**config.mk**
```make
export PLATFORM = sky130hd
export DESIGN_NAME = fetch_unit
export DESIGN_NICKNAME = d
export VERILOG_FILES = /design/src/rtl/fetch_unit_pkg.sv /design/src/rtl/fetch_unit_fifo.sv /design/src/rtl/fetch_unit.sv
export SDC_FILE = /design/constraint.sdc
export NUM_CORES = 1
export LEC_CHECK = 0
export BUFFER_PORTS_ARGS = -buffer_cell sky130_fd_sc_hd__buf_2
export CAP_MARGIN = 0
export CORE_MARGIN = 2
export CORE_UTILIZATION = 40
export DETAILED_ROUTE_END_ITERATION = 8
export SLEW_MARGIN = 30
export SYNTH_ARGS = -nofsm -noshare
export SYNTH_HDL_FRONTEND = slang
export SYNTH_SLANG_ARGS = --single-unit
export TNS_END_PERCENT = 5
```
**constraint.sdc**
```tcl
create_clock -name clk -period 5.05 [get_ports clk]
set_input_delay 0.2525 -clock clk [delete_from_list [all_inputs] [get_ports clk]]
set_output_delay 0.2525 -clock clk [all_outputs]
set_load 0.03 [all_outputs]
```
**src/rtl/fetch_unit_pkg.sv**
```systemverilog
// Shared types and helpers for the instruction fetch stage.
// No logic latency: types, constants and a pure function only.
// No flow control of its own.
package fetch_unit_pkg;

    // IDLE: no request out; REQ: request out, response kept; DROP: request out, response discarded
    typedef enum logic [1:0] {
        IDLE = 2'd0,
        REQ  = 2'd1,
        DROP = 2'd2
    } fetch_state_t;

    typedef struct packed {
        logic [31:0] pc;
        logic [31:0] instr;
    } fetch_entry_t;

    localparam int ENTRY_W = $bits(fetch_entry_t);

    // jalr targets have bit 0 cleared before use
    function automatic logic [31:0] alu_mod2(input logic [31:0] a);
        return {a[31:1], 1'b0};
    endfunction

endpackage

```
**src/rtl/fetch_unit_fifo.sv**
```systemverilog
// Synchronous FIFO with single-cycle flush; head is read straight from storage registers.
// Push lands in storage on the clock edge; head visible the following cycle.
// Push is ignored when full, pop ignored when empty; flush wins over both.
module fetch_fifo #(
    parameter int WIDTH = 64,
    parameter int DEPTH = 4
) (
    input  logic                     clk,
    input  logic                     rst,
    input  logic                     flush,
    input  logic                     push,
    input  logic [WIDTH-1:0]         push_dat,
    input  logic                     pop,
    output logic [WIDTH-1:0]         head_dat,
    output logic [$clog2(DEPTH):0]   count,
    output logic                     full,
    output logic                     empty
);
    localparam int AW = $clog2(DEPTH);
    localparam logic [AW:0] PTR_ONE = (AW+1)'(1);
    localparam logic [AW:0] DEPTH_C = (AW+1)'(DEPTH);

    logic [WIDTH-1:0] mem [DEPTH];
    logic [AW:0]      wr_ptr;
    logic [AW:0]      rd_ptr;
    logic             do_push;
    logic             do_pop;

    assign do_push = push && !flush && !full;
    assign do_pop  = pop && !flush && !empty;

    // Pointers carry one extra wrap bit so full and empty are distinguishable
    always_ff @(posedge clk) begin
        if (rst || flush) begin
            wr_ptr <= '0;
            rd_ptr <= '0;
        end else begin
            if (do_push) wr_ptr <= wr_ptr + PTR_ONE;
            if (do_pop)  rd_ptr <= rd_ptr + PTR_ONE;
        end
    end

    // Storage needs no reset; the consumer qualifies the head with empty
    always_ff @(posedge clk) begin
        if (do_push) mem[wr_ptr[AW-1:0]] <= push_dat;
    end

    assign count    = wr_ptr - rd_ptr;
    assign full     = (count == DEPTH_C);
    assign empty    = (count == '0);
    assign head_dat = mem[rd_ptr[AW-1:0]];

endmodule

```
**src/rtl/fetch_unit.sv**
```systemverilog
// IF stage: one imem request in flight, returned (pc, instr) pairs buffered in a fetch queue.
// imem_resp at cycle r makes the entry visible on fq_* at r+1; redirect restarts fetch the next cycle.
// New requests only issue while queue count plus in-flight stays below QDEPTH; decode pops via fq_valid/fq_ready.
module fetch_unit
    import fetch_unit_pkg::*;
#(
    parameter int          QDEPTH   = 4,
    parameter logic [31:0] RESET_PC = 32'h4000_0000
) (
    input  logic        clk,
    input  logic        rst,
    input  logic        redirect,
    input  logic [31:0] redirect_target,
    input  logic        redirect_jalr,
    output logic        imem_read,
    output logic [31:0] imem_address,
    input  logic        imem_resp,
    input  logic [31:0] imem_rdata,
    output logic        fq_valid,
    input  logic        fq_ready,
    output logic [31:0] fq_pc,
    output logic [31:0] fq_instr,
    output logic [31:0] fq_pc_next
);
    localparam int CW = $clog2(QDEPTH) + 1;
    localparam logic [CW:0] QDEPTH_C = (CW+1)'(QDEPTH);

    fetch_state_t state;
    fetch_state_t state_nxt;
    logic [31:0]  fetch_pc;
    logic [31:0]  pc_nxt;
    logic [31:0]  req_addr;
    logic [31:0]  tgt;
    logic [CW-1:0] count;
    logic [CW:0]  cnt_nxt;
    logic         space_nxt;
    logic         fifo_full;
    logic         fifo_empty;
    logic         push;
    logic         pop;
    logic         start_req;
    fetch_entry_t push_ent;
    fetch_entry_t head_ent;

    assign tgt = redirect_jalr ? alu_mod2(redirect_target) : redirect_target;

    // Occupancy after this cycle's push/pop; a new request may go out if it still leaves a free slot
    assign cnt_nxt   = (CW+1)'(count) + (CW+1)'(push) - (CW+1)'(pop);
    assign space_nxt = (cnt_nxt < QDEPTH_C);

    // State register
    always_ff @(posedge clk) begin
        if (rst) state <= IDLE;
        else     state <= state_nxt;
    end

    // Next-state, next fetch PC, and whether a fresh request starts next cycle
    always_comb begin
        state_nxt = state;
        pc_nxt    = fetch_pc;
        if (redirect)  pc_nxt = tgt;
        else if (push) pc_nxt = fetch_pc + 32'd4;
        unique case (state)
            IDLE: if (redirect || space_nxt) state_nxt = REQ;
            REQ: begin
                if (redirect)       state_nxt = imem_resp ? REQ : DROP;
                else if (imem_resp) state_nxt = space_nxt ? REQ : IDLE;
            end
            DROP: if (imem_resp) state_nxt = REQ;
            default: state_nxt = IDLE;
        endcase
        start_req = (state_nxt == REQ) && ((state != REQ) || imem_resp);
    end

    // Outputs of the FSM: request strobe and queue push/pop strobes
    always_comb begin
        imem_read = (state != IDLE);
        push      = (state == REQ) && imem_resp && !redirect && !fifo_full;
        pop       = fq_ready && !fifo_empty && !redirect;
        push_ent  = '{pc: fetch_pc, instr: imem_rdata};
    end

    // Request address is latched separately so it stays put while a redirect retargets fetch_pc
    always_ff @(posedge clk) begin
        if (rst) begin
            fetch_pc <= RESET_PC;
            req_addr <= RESET_PC;
        end else begin
            fetch_pc <= pc_nxt;
            if (start_req) req_addr <= pc_nxt;
        end
    end

    fetch_fifo #(
        .WIDTH (ENTRY_W),
        .DEPTH (QDEPTH)
    ) u_fifo (
        .clk      (clk),
        .rst      (rst),
        .flush    (redirect),
        .push     (push),
        .push_dat (push_ent),
        .pop      (pop),
        .head_dat (head_ent),
        .count    (count),
        .full     (fifo_full),
        .empty    (fifo_empty)
    );

    assign imem_address = req_addr;
    assign fq_valid     = !fifo_empty;
    assign fq_pc        = fq_valid ? head_ent.pc : '0;
    assign fq_instr     = fq_valid ? head_ent.instr : '0;
    assign fq_pc_next   = fq_valid ? (head_ent.pc + 32'd4) : '0;

endmodule
```
==> run metrics, run 1 <==
Cell variety after synth=61; number of rows in the core area=68; number of cells upsized or downsized after cts=0; largest cells by area after synthesis=sky130_fd_sc_hd__edfxtp_1, sky130_fd_sc_hd__dfxtp_1, sky130_fd_sc_hd__mux4_2; transition time at the pin with the least slew margin=0.8640 ns; number of flip-flops and latches in the synthesized netlist=330; pwr/cell area=351.2 mW/mm2; post-CTS setup-driven buffer insertion count=0; Finish-stage setup viols=0; VDD IR-drop max=0.2478 mV; RSZ-0062 raised after global routing=no; number of instances in the synthesized netlist=910; largest net degree at the start of global routing=67; ordered list of cells on the worst path=inv_1 > ha_1 > fa_1 > and2_1 > a21oi_2 > buf_4 > inv_2 > ha_1 > inv_1 > ha_1 > nor3b_1 > or2_2 > o311ai_1 > nand2b_1 > nor2_2 > a32o_1; wire length of the first global-routing pass=49,410 um; part of the total power dissipated in combinational logic=7.4%; maximum achievable frequency=0.2206 GHz; vias in the first global route=8,556; final-layout setup total negative slack=0 ns; fraction of layout cells with a size suffix above 1=29.76%; total wirelength of the detailed-routed design=32,510 um; Avg Vias per Cell=5.181; Max Root-Sink Buffers=3; switching power=1.348 mW; largest fanout of any net on the critical path=17; CTS HTree Levels=2; post-synthesis average cell area=15.20 um2; final hold violation count=0; post-route core utilization=48.90%; CP Data Arrival Time=4.97 ns; number of CTS-inserted buffers=36; worst-case headroom to the max-slew limit=42.04%; area of the mapped netlist=0.01383 mm2; Req. time, crit path=5.49 ns; hold bufs inserted after CTS=34; number of buffer cells added on primary ports=199; critical path startpoint=u_fifo.wr_ptr[0]; DP HPWL=21,140 um; Register-to-Register Path Depth=16; height of the die=189.9 um; die outline area=0.03607 mm2; count of flip-flops with a built-in enable after synthesis=256; origin of the critical flop-to-flop path=u_fifo.wr_ptr[0]; Critical-path top delay cell=sky130_fd_sc_hd__nor2_2; layout overhead on the synthesized area=21.25%; total number of yosys warnings=0; # DRC=0; share of flip-flops with an asynchronous set or reset after synthesis=0%; clock tree from TritonCTS=yes; portion of total power attributed to the clock network=41.0%; DR WL/cell=19.92 um; number of routed nets with antenna violations=0; most frequent cell on the critical path=sky130_fd_sc_hd__ha_1; classification of the worst-slack hold path=primary input to flip-flop; static power due to leakage=6.088 nW; Sequential Power Share=51.7%; Worst setup SP type=flip-flop; antenna violations before repair=0; predominant post-synthesis flop cell=sky130_fd_sc_hd__edfxtp_1; core area=0.03429 mm2; Initial Util=40.33%; fraction of post-synthesis cell area in the top cell type by area=55.59%; post-synth net total=992; count of boundary I/O pins=200; clk root buf=sky130_fd_sc_hd__clkbuf_16; residual overflow from global routing=0; run status=finished, final reports clean; Nets=1,232; total via count after detailed routing=8,455; Clk Latency, worst-skew pair=0.51 ns; Placer Congestion=0.8004; Total Power=5.888 mW; worst clock skew=0.01409 ns; Setup Crit Path Kind=flip-flop to flip-flop; startpoint of the worst hold path=redirect_target[4]; post-layout minimum cycle time=4.532 ns; CP endpoint kind=flip-flop; number of cells on the worst hold path=3; layout filler cell count=3,001; pre-CTS worst setup slack=0.6060 ns; clock sink total=330; DRC violation total after the first TritonRoute iteration=484; All-Layer GR Usage=17.83%; final setup slack of the worst path=0.5177 ns; sequential fraction of the synthesis area=66.30%; x dimension of the die=189.9 um; delay of the slowest cell on the worst path=0.68 ns; Internal=4.540 mW; number of detailed-routing iterations run before antenna repair=5; fraction of power spent switching nets=22.90%; post-synth top area cell=sky130_fd_sc_hd__edfxtp_1; total count of max-transition violations in the final report=0; clock-pin slew on the worst setup and hold paths=0.06 ns; number of max-cap violations=0; Final period util=89.75%
-- cell type report --
cell class | count | area [um2] | share of cell area, %
Antenna cell | 1 | 2.502 | 0.01492
Clock buffer | 45 | 955.9 | 5.701
Clock inverter | 19 | 127.6 | 0.7611
Inverter | 14 | 52.55 | 0.3134
Multi-Input combinational cell | 520 | 4392 | 26.19
Sequential cell | 330 | 9174 | 54.71
Tap cell | 455 | 569.3 | 3.395
Timing Repair Buffer | 248 | 1494 | 8.910
-- power by group through the flow --
stage | logic (mW) | clock network, mW | registers, mW
floorplan | 0.226 | 0 | 3.12
global placement | 0.407 | 0 | 3.10
detailed placement | 0.412 | 0 | 3.10
CTS | 0.436 | 2.48 | 3.04
global route | 0.467 | 2.59 | 3.05
finish | 0.433 | 2.41 | 3.04
-- cells by family after synthesis --
logic type	after synthesis	synth area share, %
AOI/OAI and AO/OA	72	3.990
adders and majority gates	13	1.212
and+or+nand+nor	311	12.10
DFF	330	66.30
buffers and inverters	60	1.991
xor gates and xnor gates	55	3.601
muxes	69	10.80
-- registers in the layout, indices dropped and copies added (netlist names), named ones only --
| name | cells |
|---|---|
| u_fifo.rd_ptr | 3 |
| fetch_pc | 32 |
| imem_address | 32 |
| u_fifo.wr_ptr | 3 |
| u_fifo.mem | 256 |
| state | 2 |
-- cell usage in the layout, fill, tap and decap left out, types with 3 or more instances in the layout --
cell type	n
sky130_fd_sc_hd__o21a_1	5
sky130_fd_sc_hd__clkbuf_1	8
sky130_fd_sc_hd__xor2_1	35
sky130_fd_sc_hd__nand3_1	33
sky130_fd_sc_hd__nand4_1	22
sky130_fd_sc_hd__nor2b_1	3
sky130_fd_sc_hd__a211oi_1	5
sky130_fd_sc_hd__and3_1	15
sky130_fd_sc_hd__and2_2	4
sky130_fd_sc_hd__a22o_1	10
sky130_fd_sc_hd__ha_1	11
sky130_fd_sc_hd__inv_2	3
sky130_fd_sc_hd__nand2b_1	8
sky130_fd_sc_hd__mux4_2	64
sky130_fd_sc_hd__mux2i_1	3
sky130_fd_sc_hd__o21ai_0	16
sky130_fd_sc_hd__dlygate4sd3_1	34
sky130_fd_sc_hd__o2bb2ai_1	4
sky130_fd_sc_hd__and4_1	3
sky130_fd_sc_hd__and2_1	78
sky130_fd_sc_hd__nand2_1	45
sky130_fd_sc_hd__nor2_1	67
sky130_fd_sc_hd__edfxtp_1	256
sky130_fd_sc_hd__inv_1	10
sky130_fd_sc_hd__clkinv_1	8
sky130_fd_sc_hd__clkinv_2	6
sky130_fd_sc_hd__dfxtp_1	72
sky130_fd_sc_hd__clkbuf_16	37
sky130_fd_sc_hd__a21oi_1	6
sky130_fd_sc_hd__a32o_1	7
sky130_fd_sc_hd__buf_2	199
sky130_fd_sc_hd__buf_4	12
sky130_fd_sc_hd__o31ai_1	5
sky130_fd_sc_hd__a21o_1	3
sky130_fd_sc_hd__xnor2_1	19
sky130_fd_sc_hd__nor3_1	15
-- worst max-delay path, delay by kind of cell, from the launching register on --
| kind | cells | cell delay (ns) |
|---|---|---|
| buffers and inverters | 4 | 0.46 |
| AOI/OAI and AO/OA | 3 | 0.65 |
| DFF | 1 | 0.39 |
| adders and majority gates | 4 | 1.18 |
| and+or+nand+nor | 5 | 1.79 |
-- cell usage after synthesis (3+ instances only) --
| master | instances |
|---|---|
| sky130_fd_sc_hd__mux4_2 | 64 |
| sky130_fd_sc_hd__a21o_1 | 3 |
| sky130_fd_sc_hd__nor3_1 | 15 |
| sky130_fd_sc_hd__o31ai_1 | 5 |
| sky130_fd_sc_hd__nor2_1 | 68 |
| sky130_fd_sc_hd__buf_2 | 4 |
| sky130_fd_sc_hd__a22o_1 | 10 |
| sky130_fd_sc_hd__clkbuf_1 | 30 |
| sky130_fd_sc_hd__buf_4 | 8 |
| sky130_fd_sc_hd__a32o_1 | 7 |
| sky130_fd_sc_hd__o21ai_0 | 16 |
| sky130_fd_sc_hd__edfxtp_1 | 256 |
| sky130_fd_sc_hd__o21a_1 | 5 |
| sky130_fd_sc_hd__and4_1 | 3 |
| sky130_fd_sc_hd__nand2b_1 | 8 |
| sky130_fd_sc_hd__a21oi_1 | 6 |
| sky130_fd_sc_hd__xor2_1 | 35 |
| sky130_fd_sc_hd__o2bb2ai_1 | 4 |
| sky130_fd_sc_hd__and3_1 | 15 |
| sky130_fd_sc_hd__nor2b_1 | 3 |
| sky130_fd_sc_hd__nand4_1 | 22 |
| sky130_fd_sc_hd__ha_1 | 11 |
| sky130_fd_sc_hd__xnor2_1 | 19 |
| sky130_fd_sc_hd__dfxtp_1 | 74 |
| sky130_fd_sc_hd__mux2i_1 | 3 |
| sky130_fd_sc_hd__nand3_1 | 33 |
| sky130_fd_sc_hd__and2_1 | 82 |
| sky130_fd_sc_hd__a211oi_1 | 5 |
| sky130_fd_sc_hd__nand2_1 | 45 |
| sky130_fd_sc_hd__inv_1 | 12 |
-- worst paths after layout --
kind	endpoint	slack (ns)
max	imem_address[23]	0.52
min	fetch_pc[4]	0.04
max reg2reg	imem_address[23]	0.52
min reg2reg	imem_address[9]	0.46
-- metrics by stage --
stage,cell area (um2),hold slack [ns],cells
final,16770,0.04270,1632
after global routing,16760,0.03401,1631
after CTS,16760,0.01957,1631
after detailed placement,15340,0.4425,1533
after global placement,15310,0.4434,1532
after floorplan,13830,0.3291,910
-- routing by layer --
metal / GRT usage, % / part of all wire (%) / up-vias
met4: 4.085 / 1.5 / 0
met5: 0 / 0 / -
met1: 25.90 / 47 / 4186
met3: 2.896 / 6.0 / 38
li1: - / - / 3942
met2: 28.28 / 45 / 289
No activity file was read; power rests on OpenSTA's default activity.
==> run 2, diff against run 1 <==
--- a/config.mk
+++ b/config.mk
@@ -10,6 +10,9 @@
 export CORE_MARGIN = 2
 export CORE_UTILIZATION = 40
 export DETAILED_ROUTE_END_ITERATION = 8
+export GPL_TIMING_DRIVEN = 0
+export HOLD_SLACK_MARGIN = 0.06
+export SETUP_SLACK_MARGIN = 0.02
 export SLEW_MARGIN = 30
 export SYNTH_ARGS = -nofsm -noshare
 export SYNTH_HDL_FRONTEND = slang
==> run metrics, run 2 (synthesis results as in run 1) <==
clock sink total=330; DR WL/cell=19.93 um; Critical-path top delay cell=sky130_fd_sc_hd__dfxtp_1; core area=0.03429 mm2; total wirelength of the detailed-routed design=33,380 um; layout overhead on the synthesized area=23.50%; number of max-cap violations=0; DP HPWL=23,170 um; Req. time, crit path=5.48 ns; fraction of layout cells with a size suffix above 1=28.69%; Worst Hold Margin=0.09668 ns; flip-flop count of the largest register after layout=256; switching power=1.361 mW; grt met1 use=25.25%; layout filler cell count=2,971; pwr/cell area=352.7 mW/mm2; ordered list of cells on the worst path=inv_1 > ha_1 > fa_1 > xor3_2 > nor2_2 > inv_1 > nand2_1 > nor2_1 > ha_1 > inv_1 > ha_1 > nor3b_1 > or2_2 > o311ai_1 > nand2b_1 > clkbuf_1 > nor2_2 > buf_4 > a32o_1; Placer Congestion=0.8328; count of boundary I/O pins=200; part of the total power dissipated in combinational logic=7.5%; transition time at the pin with the least slew margin=0.7866 ns; gr busiest metal=met2; RSZ-0062 raised after global routing=no; clk root buf=sky130_fd_sc_hd__clkbuf_16; worst-case headroom to the max-slew limit=46.84%; Internal=4.662 mW; vias in the first global route=8,788; residual overflow from global routing=0; number of routed nets with antenna violations=0; wire length of the first global-routing pass=50,980 um; Nets=1,276; number of rows in the core area=68; sequential standard cell area=0.009169 mm2; routing usage on met2=30.91%; delay of the slowest cell on the worst path=0.40 ns; number of detailed-routing iterations run before antenna repair=5; Setup Crit Path Kind=flip-flop to flip-flop; static power due to leakage=6.222 nW; Initial Util=40.33%; post-CTS setup-driven buffer insertion count=0; antenna violations before repair=1; clock-pin slew on the worst setup and hold paths=0.06 ns; x dimension of the die=189.9 um; number of buffer cells added on primary ports=199; Max Root-Sink Buffers=3; run status=finished, final reports clean; die outline area=0.03607 mm2; most frequent standard cell in the layout excluding fill and tap cells=sky130_fd_sc_hd__edfxtp_1; number of CTS-inserted buffers=35; worst clock skew=0.03030 ns; total via count after detailed routing=8,675; classification of the worst-slack hold path=primary input to flip-flop; final-layout setup total negative slack=0 ns; clock tree from TritonCTS=yes; maximum achievable frequency=0.2184 GHz; placed instance area=0.01550 mm2; Worst R2R Setup Slack=0.47 ns; largest fanout of any net on the critical path=10; pre-CTS worst setup slack=0.3444 ns; Finish-stage setup viols=0; Design Area, Final=0.01708 mm2; final hold violation count=0; Diodes inserted=0; commonest cells after routing, fill and taps aside=sky130_fd_sc_hd__edfxtp_1, sky130_fd_sc_hd__buf_2, sky130_fd_sc_hd__and2_1, sky130_fd_sc_hd__dfxtp_1, sky130_fd_sc_hd__nor2_1; Worst setup SP type=flip-flop; height of the die=189.9 um; All-Layer GR Usage=18.57%; portion of total power attributed to the clock network=42.1%; Total Power=6.023 mW; met3 track utilization from global routing=2.878%; total count of max-transition violations in the final report=0; final setup slack of the worst path=0.4704 ns; # DRC=0; fraction of power spent switching nets=22.59%; DRC violation total after the first TritonRoute iteration=610; VDD IR-drop max=0.2056 mV; Sequential Power Share=50.4%; CTS HTree Levels=2; largest net degree at the start of global routing=42; Final period util=90.68%; CP Data Arrival Time=5.01 ns; area of the multi-input gates=0.004397 mm2; Clk Latency, worst-skew pair=0.52 ns; CP endpoint kind=flip-flop; post-layout minimum cycle time=4.580 ns; Avg Vias per Cell=5.179
==> run 2: layer usage <==
metal | vias up | share of wire [%]
met5 | - | 0.039
met4 | 2 | 2.4
met3 | 61 | 6.3
met2 | 330 | 47
met1 | 4250 | 44
li1 | 4032 | -
==> run 2: critical path: cells and delay by family (launching register included) <==
kind,cells,cell delay (ns)
AOI/OAI and AO/OA,2,0.50
and+or+nand+nor,7,1.39
xor gates and xnor gates,1,0.35
DFF,1,0.40
adders and majority gates,4,0.98
buffers and inverters,5,0.88
==> run 2: final timing paths <==
check,startpoint,to,depth (start not counted)
max,u_fifo.wr_ptr[0],imem_address[23],19
min,redirect_target[9],fetch_pc[9],4
max reg2reg,u_fifo.wr_ptr[0],imem_address[23],19
min reg2reg,imem_address[18],imem_address[18],1
==> run 2: metrics by stage <==
step	std cells	util, %
floorplan	910	-
global route	1675	49.81
global placement	1564	44.89
finish	1675	49.81
detailed placement	1568	45.20
CTS	1675	49.80
==> run 2: final cells by class <==
class                           instances  share of cell area [%]
Inverter                               14                  0.3077
Clock inverter                         11                  0.6447
Multi-Input combinational cell        520                   25.75
Tap cell                              455                   3.334
Timing Repair Buffer                  247                   8.968
Sequential cell                       330                   53.69
Clock buffer                           52                   6.008
Buffer                                 46                   1.304
==> run 2: power by group through the flow <==
stage	clock network (mW)	logic, mW	registers (mW)
3_5_place_dp	0	0.424	3.09
2_1_floorplan	0	0.226	3.12
6_report	2.53	0.450	3.04
4_1_cts	2.58	0.454	3.04
3_3_place_gp	0	0.418	3.09
5_1_grt	2.69	0.486	3.05
==> run 2: what timing repair did <==
| item | in CTS | in global routing |
|---|---|---|
| gates resized for setup | 0 | 1 |
| endpoints found under the hold margin | 141 | 0 |
| endpoints found under the setup margin | 0 | 10 |
| hold buffers | 44 | 0 |
==> run 3, diff against run 2 <==
--- a/config.mk
+++ b/config.mk
@@ -5,6 +5,7 @@
 export SDC_FILE = /design/constraint.sdc
 export NUM_CORES = 1
 export LEC_CHECK = 0
+export ABC_AREA = 1
 export BUFFER_PORTS_ARGS = -buffer_cell sky130_fd_sc_hd__buf_2
 export CAP_MARGIN = 0
 export CORE_MARGIN = 2
==> run metrics, run 3 <==
run status=finished, final reports clean; vias in the first global route=12,560; clock sink total=330; number of CTS-inserted buffers=36; number of instances in the synthesized netlist=1,772; Setup Crit Path Kind=flip-flop to flip-flop; Final period util=84.48%; area share of fa/ha/maj cells after synthesis=1.009%; top-count cell post-synth=sky130_fd_sc_hd__nand2_1; sequential fraction of the synthesis area=58.69%; number of max-cap violations=0; most frequent standard cell in the layout excluding fill and tap cells=sky130_fd_sc_hd__nand2_1; Synth Area in Compound Gates=6.887%; CP Data Arrival Time=4.70 ns; post-route core utilization=50.46%; DP HPWL=31,960 um; number of routed nets with antenna violations=0; total number of yosys warnings=0; wire length of the first global-routing pass=68,620 um; multiplexer area fraction after synthesis=0.4324%; area of the mapped netlist=0.01562 mm2; Worst setup SP type=flip-flop; commonest cells after routing, fill and taps aside=sky130_fd_sc_hd__nand2_1, sky130_fd_sc_hd__nor2_1, sky130_fd_sc_hd__edfxtp_1, sky130_fd_sc_hd__buf_2, sky130_fd_sc_hd__inv_1; residual overflow from global routing=0; fraction of layout cells with a size suffix above 1=17.37%; classification of the worst-slack hold path=primary input to flip-flop; core area=0.03856 mm2; clk root buf=sky130_fd_sc_hd__clkbuf_16; height of the die=201.6 um; clock tree from TritonCTS=yes; post-synth net total=1,854; predominant post-synthesis flop cell=sky130_fd_sc_hd__edfxtp_1; main combinational cell family by area after synthesis=simple AND/OR/NAND/NOR gates; DRC violation total after the first TritonRoute iteration=1,011; origin of the critical flop-to-flop path=u_fifo.wr_ptr[0]; total count of max-transition violations in the final report=0; largest fanout of any net on the critical path=10; RSZ-0062 raised after global routing=no; x dimension of the die=201.6 um; total via count after detailed routing=12,850; Initial Util=40.52%; total wirelength of the detailed-routed design=44,190 um; post-synth top area cell=sky130_fd_sc_hd__edfxtp_1; post-layout minimum cycle time=4.266 ns; delay of the slowest cell on the worst path=0.41 ns; maximum achievable frequency=0.2344 GHz; transition time at the pin with the least slew margin=0.8126 ns; share of flip-flops with an asynchronous set or reset after synthesis=0%; startpoint of the worst hold path=redirect_target[3]; number of rows in the core area=72; number of flip-flops and latches in the synthesized netlist=330; number of detailed-routing iterations run before antenna repair=7; number of buffer cells added on primary ports=198; placed instance area=0.01771 mm2; Nets=2,168; Worst Hold Margin=0.1001 ns; Placer Congestion=0.9202; clock-pin slew on the worst setup and hold paths=0.06 ns; post-synthesis average cell area=8.817 um2; pwr/cell area=343.6 mW/mm2; largest net degree at the start of global routing=20; flip-flop count of the largest register after layout=256; worst clock skew=0.02130 ns; most frequent cell on the critical path=sky130_fd_sc_hd__nand2_1; count of boundary I/O pins=200; count of flip-flops with a built-in enable after synthesis=256; CTS HTree Levels=2; Avg Vias per Cell=4.894; layout filler cell count=3,692; worst-case headroom to the max-slew limit=45.82%; final hold violation count=0; # DRC=0; CP endpoint kind=flip-flop; antenna violations before repair=1; Finish-stage setup viols=0; Req. time, crit path=5.49 ns; Design Area, Final=0.01946 mm2; Critical-path top delay cell=sky130_fd_sc_hd__fa_1; Cell variety after synth=39; final-layout setup total negative slack=0 ns; VDD IR-drop max=0.2972 mV; critical path startpoint=u_fifo.wr_ptr[0]; Max Root-Sink Buffers=3; leading post-synthesis cells by instance count=sky130_fd_sc_hd__nand2_1, sky130_fd_sc_hd__nor2_1, sky130_fd_sc_hd__edfxtp_1, sky130_fd_sc_hd__inv_1, sky130_fd_sc_hd__o21ai_0; Simple-Gate Fraction of Synth Area=24.50%; Clk Latency, worst-skew pair=0.55 ns; layout overhead on the synthesized area=24.54%; DR WL/cell=16.84 um; Diodes inserted=0; fraction of post-synthesis cell area in the top cell type by area=49.20%; All-Layer GR Usage=21.60%; static power due to leakage=8.403 nW; xor and xnor area share after synthesis=1.289%; die outline area=0.04066 mm2; largest cells by area after synthesis=sky130_fd_sc_hd__edfxtp_1, sky130_fd_sc_hd__nand2_1, sky130_fd_sc_hd__dfxtp_1
-- run 3: repair_timing --
item | 4_1_cts | 5_1_grt
resized for setup | 0 | 1
setup endpoints to repair | 0 | 1
setup buffers | 0 | 0
endpoints found under the hold margin | 160 | 0
hold buffers | 63 | 0
-- run 3: path summary, 6_finish.rpt --
check,end,slack (ns),cells after the start
worst min register to register,imem_address[30],0.47,2
worst min-delay path,fetch_pc[3],0.10,4
worst max-delay path,imem_address[21],0.78,26
worst max register to register,imem_address[21],0.78,26
-- run 3: layer usage --
| layer | track usage, % | vias to the layer above | part of all wire [%] |
|---|---|---|---|
| met3 | 3.094 | 67 | 5.2 |
| met4 | 7.117 | 0 | 2.2 |
| met2 | 36.34 | 402 | 48 |
| li1 | - | 6387 | - |
| met5 | 0 | - | 0 |
| met1 | 28.76 | 5992 | 45 |
-- run 3: cell families (layout without fill, tap and decap cells) --
group,count (synthesis),in the layout
simple gates,936,936
flops,330,330
buf+inv,264,599
compound gates,201,201
xor+xnor,23,23
fa+ha+maj,12,12
mux,6,6
-- run 3: worst max-delay path, delay by kind of cell (launching register included) --
family	cells	cell delay [ns]
buffers and inverters	6	1.02
adder cells (fa/ha/maj)	4	1.07
AND/OR/NAND/NOR	16	1.68
flip-flops	1	0.35
-- run 3: final cells by class --
type | instances | area [um2] | area share, %
plain buffers | 79 | 427.9 | 2.199
clock buffers | 48 | 1007 | 5.177
repair buffers | 276 | 2034 | 10.46
clock inverters | 11 | 111.4 | 0.5723
flip-flops and latches | 330 | 9169 | 47.12
inverters | 185 | 696.9 | 3.582
multi-input cells | 1178 | 5363 | 27.56
well taps | 518 | 648.1 | 3.331
-- run 3: metrics by stage --
step | worst slack, ns | std cells | power, mW
finish | 0.7837 | 2625 | 6.685
global route | 0.2646 | 2625 | 6.956
CTS | 0.5208 | 2625 | 6.739
detailed placement | 0.5432 | 2503 | 4.187
global placement | -2.451 | 2488 | 4.166
floorplan | 0.08227 | 1772 | 3.829
-- run 3: where the power goes --
| part | total [mW] | internal, mW | leakage (nW) | switching [mW] |
|---|---|---|---|---|
| combinational | 1.05 | 0.320 | 4.92 | 0.728 |
| sequential | 3.12 | 3.04 | 2.93 | 0.0872 |
| clock | 2.51 | 1.46 | 0.552 | 1.05 |
